`src/rtl/fetch_stage.sv`:
```
// LC-3b instruction fetch stage with IF/ID pipeline register.
// Owns the fetch PC, runs the imem read handshake, and absorbs stalls and redirects.
module fetch_stage #(
  parameter int              WIDTH    = 16,
  parameter logic [WIDTH-1:0] RESET_PC = '0
) (
  input  logic             clk,
  input  logic             rst_n,
  output logic [WIDTH-1:0] imem_address,
  output logic             imem_read,
  input  logic             imem_resp,
  input  logic [WIDTH-1:0] imem_rdata,
  input  logic             stall,
  input  logic             redirect_valid,
  input  logic [WIDTH-1:0] redirect_target,
  output logic [WIDTH-1:0] ir_out,
  output logic [WIDTH-1:0] pc_out,
  output logic             valid_out,
  output logic [3:0]       opcode_out,
  output logic             ir_4,
  output logic             ir_5,
  output logic             ir_11
);

  typedef enum logic [1:0] {
    FETCH   = 2'd0,
    DISCARD = 2'd1,
    HOLD    = 2'd2
  } state_t;

  localparam logic [WIDTH-1:0] ALIGN_MASK = {{(WIDTH-1){1'b1}}, 1'b0};

  state_t           r_state;
  logic [WIDTH-1:0] r_addr;
  logic [WIDTH-1:0] r_redir;
  logic [WIDTH-1:0] r_buf;
  logic [WIDTH-1:0] r_ir;
  logic [WIDTH-1:0] r_pc;
  logic             r_valid;

  logic [WIDTH-1:0] w_target;
  logic [WIDTH-1:0] w_addrNext;

  assign w_target   = redirect_target & ALIGN_MASK;
  assign w_addrNext = r_addr + WIDTH'(2);

  // HOLD is the only state without a request in flight.
  assign imem_read    = (r_state != HOLD);
  assign imem_address = r_addr;

  assign ir_out     = r_ir;
  assign pc_out     = r_pc;
  assign valid_out  = r_valid;
  assign opcode_out = r_ir[15:12];
  assign ir_4       = r_ir[4];
  assign ir_5       = r_ir[5];
  assign ir_11      = r_ir[11];

  always_ff @(posedge clk or negedge rst_n) begin
    if (!rst_n) begin
      r_state <= FETCH;
      r_addr  <= RESET_PC;
      r_redir <= '0;
      r_buf   <= '0;
      r_ir    <= '0;
      r_pc    <= '0;
      r_valid <= 1'b0;
    end else begin
      case (r_state)
        FETCH: begin
          if (redirect_valid) begin
            r_valid <= 1'b0;
            // The in-flight request must still complete before the new target can be issued.
            if (imem_resp) begin
              r_addr <= w_target;
            end else begin
              r_redir <= w_target;
              r_state <= DISCARD;
            end
          end else if (imem_resp) begin
            r_addr <= w_addrNext;
            if (stall) begin
              r_buf   <= imem_rdata;
              r_state <= HOLD;
            end else begin
              r_ir    <= imem_rdata;
              r_pc    <= w_addrNext;
              r_valid <= 1'b1;
            end
          end else if (!stall) begin
            r_valid <= 1'b0;
          end
        end

        DISCARD: begin
          r_valid <= 1'b0;
          if (imem_resp) begin
            r_addr  <= redirect_valid ? w_target : r_redir;
            r_state <= FETCH;
          end else if (redirect_valid) begin
            r_redir <= w_target;
          end
        end

        HOLD: begin
          // r_addr was already advanced when the word was buffered, so it is the PC+2.
          if (redirect_valid) begin
            r_valid <= 1'b0;
            r_addr  <= w_target;
            r_state <= FETCH;
          end else if (!stall) begin
            r_ir    <= r_buf;
            r_pc    <= r_addr;
            r_valid <= 1'b1;
            r_state <= FETCH;
          end
        end

        default: r_state <= FETCH;
      endcase
    end
  end

endmodule

```
`config.mk`:
```
export PLATFORM = sky130hd
export DESIGN_NAME = fetch_stage
export DESIGN_NICKNAME = d
export VERILOG_FILES = /design/src/rtl/fetch_stage.sv
export SDC_FILE = /design/constraint.sdc
export NUM_CORES = 1
export LEC_CHECK = 0
export ABC_AREA = 1
export BUFFER_PORTS_ARGS = -buffer_cell sky130_fd_sc_hd__buf_2
export CAP_MARGIN = 25
export CORE_ASPECT_RATIO = 1.75
export CORE_UTILIZATION = 59
export DETAILED_ROUTE_END_ITERATION = 7
export PLACE_DENSITY = 0.91
export SYNTH_ARGS = -nofsm -noshare
export SYNTH_HDL_FRONTEND = slang
export SYNTH_SLANG_ARGS = --single-unit
```
`constraint.sdc`:
```
create_clock -name clk -period 2.8 [get_ports clk]
set_clock_uncertainty 0.05 [all_clocks]
set_input_delay 0.42 -clock clk [delete_from_list [all_inputs] [get_ports clk]]
set_output_delay 0.42 -clock clk [all_outputs]
set_load 0.01 [all_outputs]
```
# == Yosys cells after proc, flatten, opt, wreduce, memory -nomap -nowiden ==
# Index checks and enable logic that the tools add are counted.
# word_totals
inputBits,37
regBits,83
# classes
bitwise_logic,1
n_mux,37
eq_ne,18
add_sub_neg,1
reduce_logical,10
# op_table
operator,count
16-bit 2-to-1 mux,19
16-bit case mux with 2 select lines,3
16-bit case mux with 3 select lines,1
2-bit inequality test (second input constant),11
16-bit by 2-bit adder with 16-bit output (second input constant),1
2-bit 2-to-1 mux,7
3-bit inequality test (second input constant),4
4-bit AND reduction,3
2-bit case mux with 3 select lines,1
6-bit AND reduction,1
1-bit 2-to-1 mux,5
5-bit AND reduction,1
4-bit inequality test (second input constant),1
2-bit nonzero test,2
1-bit case mux with 3 select lines,1
3-bit nonzero test,1
2-bit by 1-bit equality test with 1-bit output (second input constant),1
2-bit equality test (second input constant),1
2-bit zero test,1
2-bit AND reduction,1
1-bit inverter,1

# == Longest topological paths before layout ==
# Gate-level depths: netlist (run 1).
# logic_depth
depth_word,5
ltp_mapped,10

# == Worst setup path before layout (run 1) ==
# OpenSTA, ideal clock, no wires.
# synth_path
path_type,reg-to-reg
start,register r_state[0]
end,register r_addr[12] (netlist: imem_address[12])
period_less_slack_ps,1751
setup_ps,127
required_ps,2623
path_buffers,2
setup_slack_ps,1049
arrival_time_ps,1575
stages_incl_launch_ff,9
cell_sequence,dfrtp_1 -> inv_1 -> ha_1 -> clkbuf_1 -> nand2_1 -> buf_2 -> a21oi_1 -> a211oi_1 -> a21oi_2
# synth_via
elab_chain_len,3
elab_cells_between_ends,9
classes_between,5 x eq/ne; 1 x mux; 3 x reduce/logical
# synth_rtl
item,line_no,rtl
from (decl),33,state_t r_state;
from (signal assigned),61,r_state <= FETCH;
from (signal assigned),78,r_state <= DISCARD;
from (signal assigned),84,r_state <= HOLD;
2-bit equality test (tied with other cells),69,case (r_state)
2-bit inequality test (no line) / 3-bit nonzero test (equally long branches),n/a,
4-bit AND reduction (no line),n/a,
to (signal assigned),75,r_addr <= w_target;
to (signal assigned),81,r_addr <= w_addrNext;
to (signal assigned),98,r_addr <= redirect_valid ? w_target : r_redir;
to (decl),34,logic [WIDTH-1:0] r_addr;
# Parallel ways exist; a longest one is shown, timed or not.
# A chain may end at the register's enable or synchronous reset.

# == Worst setup path in the final report (run 1) ==
# layout_path
start,register r_state[0]
end,output imem_read
# layout_via
elab_chain_len,1
# layout_rtl
item,line_no,rtl
2-bit inequality test,48,assign imem_read = (r_state != HOLD);
to (decl),10,"output logic imem_read,"
# Every way passes these cells.

==> results.md, run 1 <==
- Crit-path max FO: 28
- Setup total negative slack: 0 ns
- DR WL/cell: 14.9 µm
- Hold path cells: 3
- N_diodes: 0
- Status: completed
- Hold path start: redirect_target[13]
- Nets: between 600 and 700
- Clock Latency Late Sink: approximately 0.34 ns
- Sequential share of the synthesized area: 0.464
- DRT Wirelength: 10600 µm
- Avg Synthesized Cell Area: 8.19 µm²
- Setup Viol. Count Final: 0
- Register area: 2080 µm²
- Peak VDD IR: 0.662 mV
- Power share of the clock group: 0.176
- Port Buffers: 92
- Num CTS Buffers: 9
- Slew margin rel.: 0.398
- Antenna violations before repair: 0
- Worst setup SP type: register
- Antenna Nets Post-Route: 0
- Remaining Overflow, GRT: 0
- CP required: around 2.3 ns
- Syn_nets: 588
- Die X: 67.8 µm
- Boundary pin count: 94
- Root Driver: clkbuf_16
- Footprint of the multi-input gates: 2060 µm²
- Iter 0 DRT Violations: ~440
- DRC: 0
- Asr flop ratio synth: 1.00
- Internal power: 0.00353 W
- Unique masters post-synth: 36
- Synth Flop Type: dfrtp_1
- Worst reg2reg path depth: 8
- Max Buffers Root-to-Sink: 2
- CTS clk-pin slew, worst paths: about 0.06 ns
- F_max: 453 MHz
- Worst min path class: in -> reg
- Via count: 4046
- R2R setup slack: 0.60 ns
- Min-Delay Endpoint: r_redir[13]$_DFFE_PN0P_
- Sum of routed wire segments on met1: 4220 µm
- Synth warn: 0
- Final hold vios: 0
- Met2 Routed Length: about 5500 µm
- Total GRT Usage: 0.287
- Vias in the first global route: 3772
- Reg2reg start: r_state[0]$_DFFE_PN0P_
- Setup crit end kind: output pin
- Post-Place Cells: just under 700
- Clock H-tree levels: 3
- Combinational share of power: 0.461
- Post-Layout Inst Area: just over 5000 µm²
- Num rows: between 40 and 50
- Area growth from synthesis to layout: 15.3%
- Fraction of layout cells with a size suffix above 1: 0.245
- Period utilization: 0.789
- LEAKAGE: approximately 2.5 nW
- Clock Sinks: 83
- Switch Pwr: between 0.002 and 0.003 W
- Arr. time, crit path: roughly 1.7 ns
- Top layer in use: met4
- GPL Wtd Cong: 0.841
- Final Max Slew Viols: 0
- P per Cell Area: 1200 nW/µm²
- First-pass GRT wire length: 17100 µm
- Slew @ Worst Pin: 0.901 ns
- CP Class: reg -> out
- Metal3 WL: 609 µm
- Syn Inst Count: 546
- Core outline area: 7280 µm²
- CTS tree: built
- Number of synthesized register bits: 83
- Initial Util: 0.614
- Post-CTS setup buffer count: 0
- Fin crit period: 2.21 ns
- Post-synth EDFFs: 0
- # Max-Cap Violations: 0
- Via-per-instance ratio: 5.69
- Sequential power share: 0.363
- Area after DPL: 4840 µm²
- Crit Reg-Reg Endpoint: pc_out[2]$_DFFE_PN0P_
- Die ar.: 7950 µm²
- Unrepaired setup endpoints after global routing: no
- Post-DP HPWL: roughly 7200 µm
- Die Y: 117 µm
- Sw frac: 0.431
- DR pass1 iterations: 5
- Filler cell count: 550
- Largest net degree at the start of global routing: 84
- Non-filler cells, final: around 700
- Post-Syn Area: 4470 µm²
-- cell usage after synthesis (2+ instances only) --
library cell,number,area share
nor2_2,10,0.014
buf_12,2,0.0090
dfrtp_1,83,0.46
a211oi_1,9,0.015
xnor2_1,2,0.0039
o21ai_0,14,0.016
xor2_1,4,0.0078
ha_1,5,0.014
o21ai_1,3,0.0034
nor2_1,43,0.036
a31oi_1,19,0.027
inv_2,3,0.0025
inv_1,23,0.019
o21a_1,4,0.0067
clkbuf_1,8,0.0067
nand3_1,28,0.031
a21oi_2,3,0.0059
buf_2,13,0.015
nand4_1,5,0.0070
buf_4,11,0.018
nand2_1,172,0.14
mux2_2,16,0.040
a21oi_1,50,0.056
a31oi_2,4,0.011
-- power by group through the flow --
stage | logic (W) | clock network [W] | registers (W)
after global routing | 0.00320 | 0.00115 | 0.00234
after detailed placement | 0.00280 | 0 | 0.00226
after global placement | 0.00269 | 0 | 0.00222
final | 0.00286 | 0.00109 | 0.00225
after floorplan | 0.00198 | 0 | 0.00233
after CTS | 0.00284 | 0.00110 | 0.00224
-- worst max-delay path by stage --
stage | startpoint | endpoint | slack [ns] | cells past startpoint
floorplan | r_state[0]$_DFFE_PN0P_ | imem_address[12]$_DFFE_PN0P_ | 1.05 | 8
global placement | redirect_valid | imem_address[12]$_DFFE_PN0P_ | 0.66 | 6
detailed placement | redirect_valid | imem_address[12]$_DFFE_PN0P_ | 0.59 | 6
CTS | r_state[0]$_DFFE_PN0P_ | imem_read | 0.60 | 5
global route | r_state[0]$_DFFE_PN0P_ | pc_out[8]$_DFFE_PN0P_ | 0.44 | 8
finish | r_state[0]$_DFFE_PN0P_ | imem_read | 0.59 | 5
-- state kept, by name, indices dropped and copies added, names as in the netlist --
| name | flops |
|---|---|
| pc_out | 16 |
| imem_address | 16 |
| r_state | 2 |
| r_buf | 16 |
| r_redir | 16 |
| ir_out | 16 |
| valid_out | 1 |
-- cell usage in the layout, fill, tap and decap left out, types with 14 or more instances in the layout --
cell	instances
a21oi_1	50
nand3_1	28
mux2_2	16
buf_2	91
inv_1	23
dfrtp_1	83
a31oi_1	19
o21ai_0	14
nor2_1	43
nand2_1	172
-- through the flow --
stage | hold slack [ns] | total power [W] | worst slack, ns | util
2_1_floorplan | 0.0744 | 0.00432 | 1.05 | -
3_3_place_gp | 0.403 | 0.00491 | 0.661 | 0.665
3_5_place_dp | 0.408 | 0.00506 | 0.590 | 0.665
4_1_cts | 0.251 | 0.00617 | 0.605 | 0.703
5_1_grt | 0.276 | 0.00669 | 0.441 | 0.708
6_report | 0.269 | 0.00620 | 0.591 | 0.708
-- timing repair --
item | CTS | global route
resized for setup | 0 | 0
hold endpoints to repair | 0 | 7
hold buffers | 0 | 1
-- critical path, cell delays in order (launching register included) --
cell	delay, ns
dfrtp_1	0.40
inv_1	0.12
ha_1	0.24
inv_1	0.10
buf_4	0.32
buf_2	0.20
-- cell type report --
type	instances	share of cell area
Clock buffer	14	0.0512
Clock inverter	2	0.00194
Inverter	27	0.0206
Multi-Input combinational cell	401	0.400
Sequential cell	83	0.403
Tap cell	86	0.0209
Timing Repair Buffer	98	0.103
-- per-layer routing --
metal  up-vias  track usage
li1       1952            -
met1      1904        0.325
met2       162        0.494
met3        28       0.0572
met4         0        0.151
met5         -            0
-- kinds of logic (layout without fill, tap and decap cells) --
group,count (synthesis),in the layout,share of synthesized area
adder cells (fa/ha/maj),5,5,0.0140
buffers and inverters,62,141,0.0750
AO/OA/AOI/OAI,110,110,0.149
XOR/XNOR,6,6,0.0117
flip-flops,83,83,0.464
AND/OR/NAND/NOR,264,264,0.246
multiplexers,16,16,0.0403
No activity file was read; power rests on OpenSTA's default activity.
==> run 2, diff against run 1 <==
--- a/config.mk
+++ b/config.mk
@@ -9,9 +9,9 @@
 export BUFFER_PORTS_ARGS = -buffer_cell sky130_fd_sc_hd__buf_2
 export CAP_MARGIN = 25
 export CORE_ASPECT_RATIO = 1.75
-export CORE_UTILIZATION = 59
+export CORE_UTILIZATION = 50
 export DETAILED_ROUTE_END_ITERATION = 7
-export PLACE_DENSITY = 0.91
+export PLACE_DENSITY = 0.83
 export SYNTH_ARGS = -nofsm -noshare
 export SYNTH_HDL_FRONTEND = slang
 export SYNTH_SLANG_ARGS = --single-unit
==> constraint.sdc (replaced) <==
create_clock -name clk -period 2 [get_ports clk]
set_clock_uncertainty 0.05 [all_clocks]
set_input_delay 0.3 -clock clk [delete_from_list [all_inputs] [get_ports clk]]
set_output_delay 0.3 -clock clk [all_outputs]
set_load 0.01 [all_outputs]
==> results.md, run 2 (synthesized netlist as in run 1, its figures left out) <==
- Worst min path class: in -> reg
- Clock Latency Late Sink: around 0.33 ns
- CP Class: reg -> out
- Post-DP HPWL: approximately 7700 µm
- Combinational share of power: 0.461
- Antenna violations before repair: 0
- Initial Util: 0.516
- Num CTS Buffers: 9
- Met2 Track Usage GR: 0.414
- Switch Pwr: between 0.003 and 0.004 W
- Vias in the first global route: 3821
- Worst hold slack: about 0.15 ns
- Filler cell count: roughly 770
- Setup crit end kind: output pin
- Die Y: 127 µm
- R2R setup slack: 0.12 ns
- Slew @ Worst Pin: 0.584 ns
- Sequential power share: 0.339
- Setup total negative slack: 0 ns
- Via count: 4035
- Area growth from synthesis to layout: 21.3%
- Core outline area: 8670 µm²
- CTS clk-pin slew, worst paths: approximately 0.060 ns
- Grt peak-use layer: met2
- Num rows: 45
- Total GRT Usage: 0.246
- Area after DPL: between 5000 and 6000 µm²
- Hold path start: redirect_target[3]
- Post-CTS setup buffer count: 0
- F_max: between 500 and 600 MHz
- Status: completed
- Worst setup SP type: register
- Min-Delay Endpoint: r_redir[3]$_DFFE_PN0P_
- Remaining Overflow, GRT: 0
- GPL Wtd Cong: ~0.86
- Most common cell after layout, fill and taps aside: nand2_1
- Internal power: 0.00547 W
- Worst reg2reg path depth: 9
- Sw frac: 0.412
- Antenna Nets Post-Route: 0
- CP required: 1.65 ns
- Slew margin rel.: 0.611
- Met3 usage in global routing: 0.0473
- Via-per-instance ratio: 5.35
- # Max-Cap Violations: 0
- Reg2reg start: r_state[0]$_DFFE_PN0P_
- LEAKAGE: about 2.6 nW
- Final hold vios: 0
- GR met1 Demand/Resource: 0.294
- N_diodes: 0
- DRT Wirelength: 10800 µm
- Post-Layout Inst Area: 5420 µm²
- Crit-path max FO: 14
- Arr. time, crit path: 1.54 ns
- Die ar.: around 9300 µm²
- Non-filler cells, final: 754
- DRC: 0
- Clock H-tree levels: 3
- CTS tree: built
- Final Util: 0.626
- Unrepaired setup endpoints after global routing: no
- Crit Reg-Reg Endpoint: pc_out[6]$_DFFE_PN0P_
- First-pass GRT wire length: 17800 µm
- Post-Place Cells: 736
- Max Buffers Root-to-Sink: 2
- Nets: 674
- Power share of the clock group: 0.201
- Die X: about 74 µm
- Final Max Slew Viols: 0
- Setup Viol. Count Final: 0
- DR pass1 iterations: 4
- Commonest non-fill, non-tap cells in the layout: nand2_1, buf_2, dfrtp_1
- Fraction of layout cells with a size suffix above 1: 0.272
- Port Buffers: 92
- Boundary pin count: 94
- Root Driver: clkbuf_16
- Largest net degree at the start of global routing: 47
- Fin crit period: 1.89 ns
- Clock Sinks: between 80 and 90
- Iter 0 DRT Violations: 231
- DR WL/cell: 14.4 µm
- Hold path cells: 3
- P per Cell Area: 1710 nW/µm²
- Peak VDD IR: 0.739 mV
- Period utilization: 0.945
-- run 2: cell types whose count changed in the layout (fill, tap and decap cells not counted), moves of 2 or more --
cell	previous run	this run
buf_12	0	4
clkbuf_8	2	4
bufinv_16	0	2
buf_4	5	13
clkinv_2	2	0
a211oi_1	9	7
a211oi_2	0	2
clkbuf_1	3	0
-- run 2: worst max-delay path by stage --
stage                                       from                      endpoint  depth (start not counted)
final                     r_state[0]$_DFFE_PN0P_                     imem_read                          5
after global routing      r_state[0]$_DFFE_PN0P_         ir_out[5]$_DFFE_PN0P_                          9
after CTS                 r_state[0]$_DFFE_PN0P_                     imem_read                          5
after detailed placement  r_state[0]$_DFFE_PN0P_  imem_address[12]$_DFFE_PN0P_                          6
after global placement    r_state[0]$_DFFE_PN0P_  imem_address[12]$_DFFE_PN0P_                          6
after floorplan           r_state[0]$_DFFE_PN0P_  imem_address[12]$_DFFE_PN0P_                          8
-- run 2: metal layers --
metal,routed length (µm),vias up
li1,-,1985
met1,4270,1871
met2,5570,152
met3,652,27
met4,347,0
met5,0,-
-- run 2: power by group through the flow --
stage               logic [W]  registers, W  clock network, W
finish                0.00428       0.00315           0.00187
detailed placement    0.00407       0.00315                 0
global route          0.00478       0.00324           0.00198
CTS                   0.00414       0.00313           0.00190
floorplan             0.00278       0.00327                 0
global placement      0.00395       0.00310                 0
-- run 2: metrics by stage --
step | power [W] | setup slack, ns
floorplan | 0.00604 | 0.249
global placement | 0.00706 | 0.203
detailed placement | 0.00722 | 0.144
CTS | 0.00917 | 0.00953
global route | 0.0100 | 0.0101
finish | 0.00930 | 0.109
-- run 2: final cells by class --
cell class                      instances  area, µm²  area share
Clock inverter                          3       67.6      0.0125
Clock buffer                           13        280      0.0517
Tap cell                              117        146      0.0270
Inverter                               27        109      0.0201
Timing Repair Buffer                  110        668       0.123
Multi-Input combinational cell        401       2080       0.383
Sequential cell                        83       2080       0.383
-- run 2: timing repair --
action                                 CTS  global route
hold buffers                             1             0
setup endpoints to repair                1            11
resized for setup                        2             7
endpoints found under the hold margin   45             0
cloned                                   0             1
-- run 2: critical path, cell delays in order (launching register included) --
cell,delay (ns)
dfrtp_1,0.41
inv_1,0.16
ha_2,0.24
inv_2,0.09
buf_12,0.16
buf_2,0.14
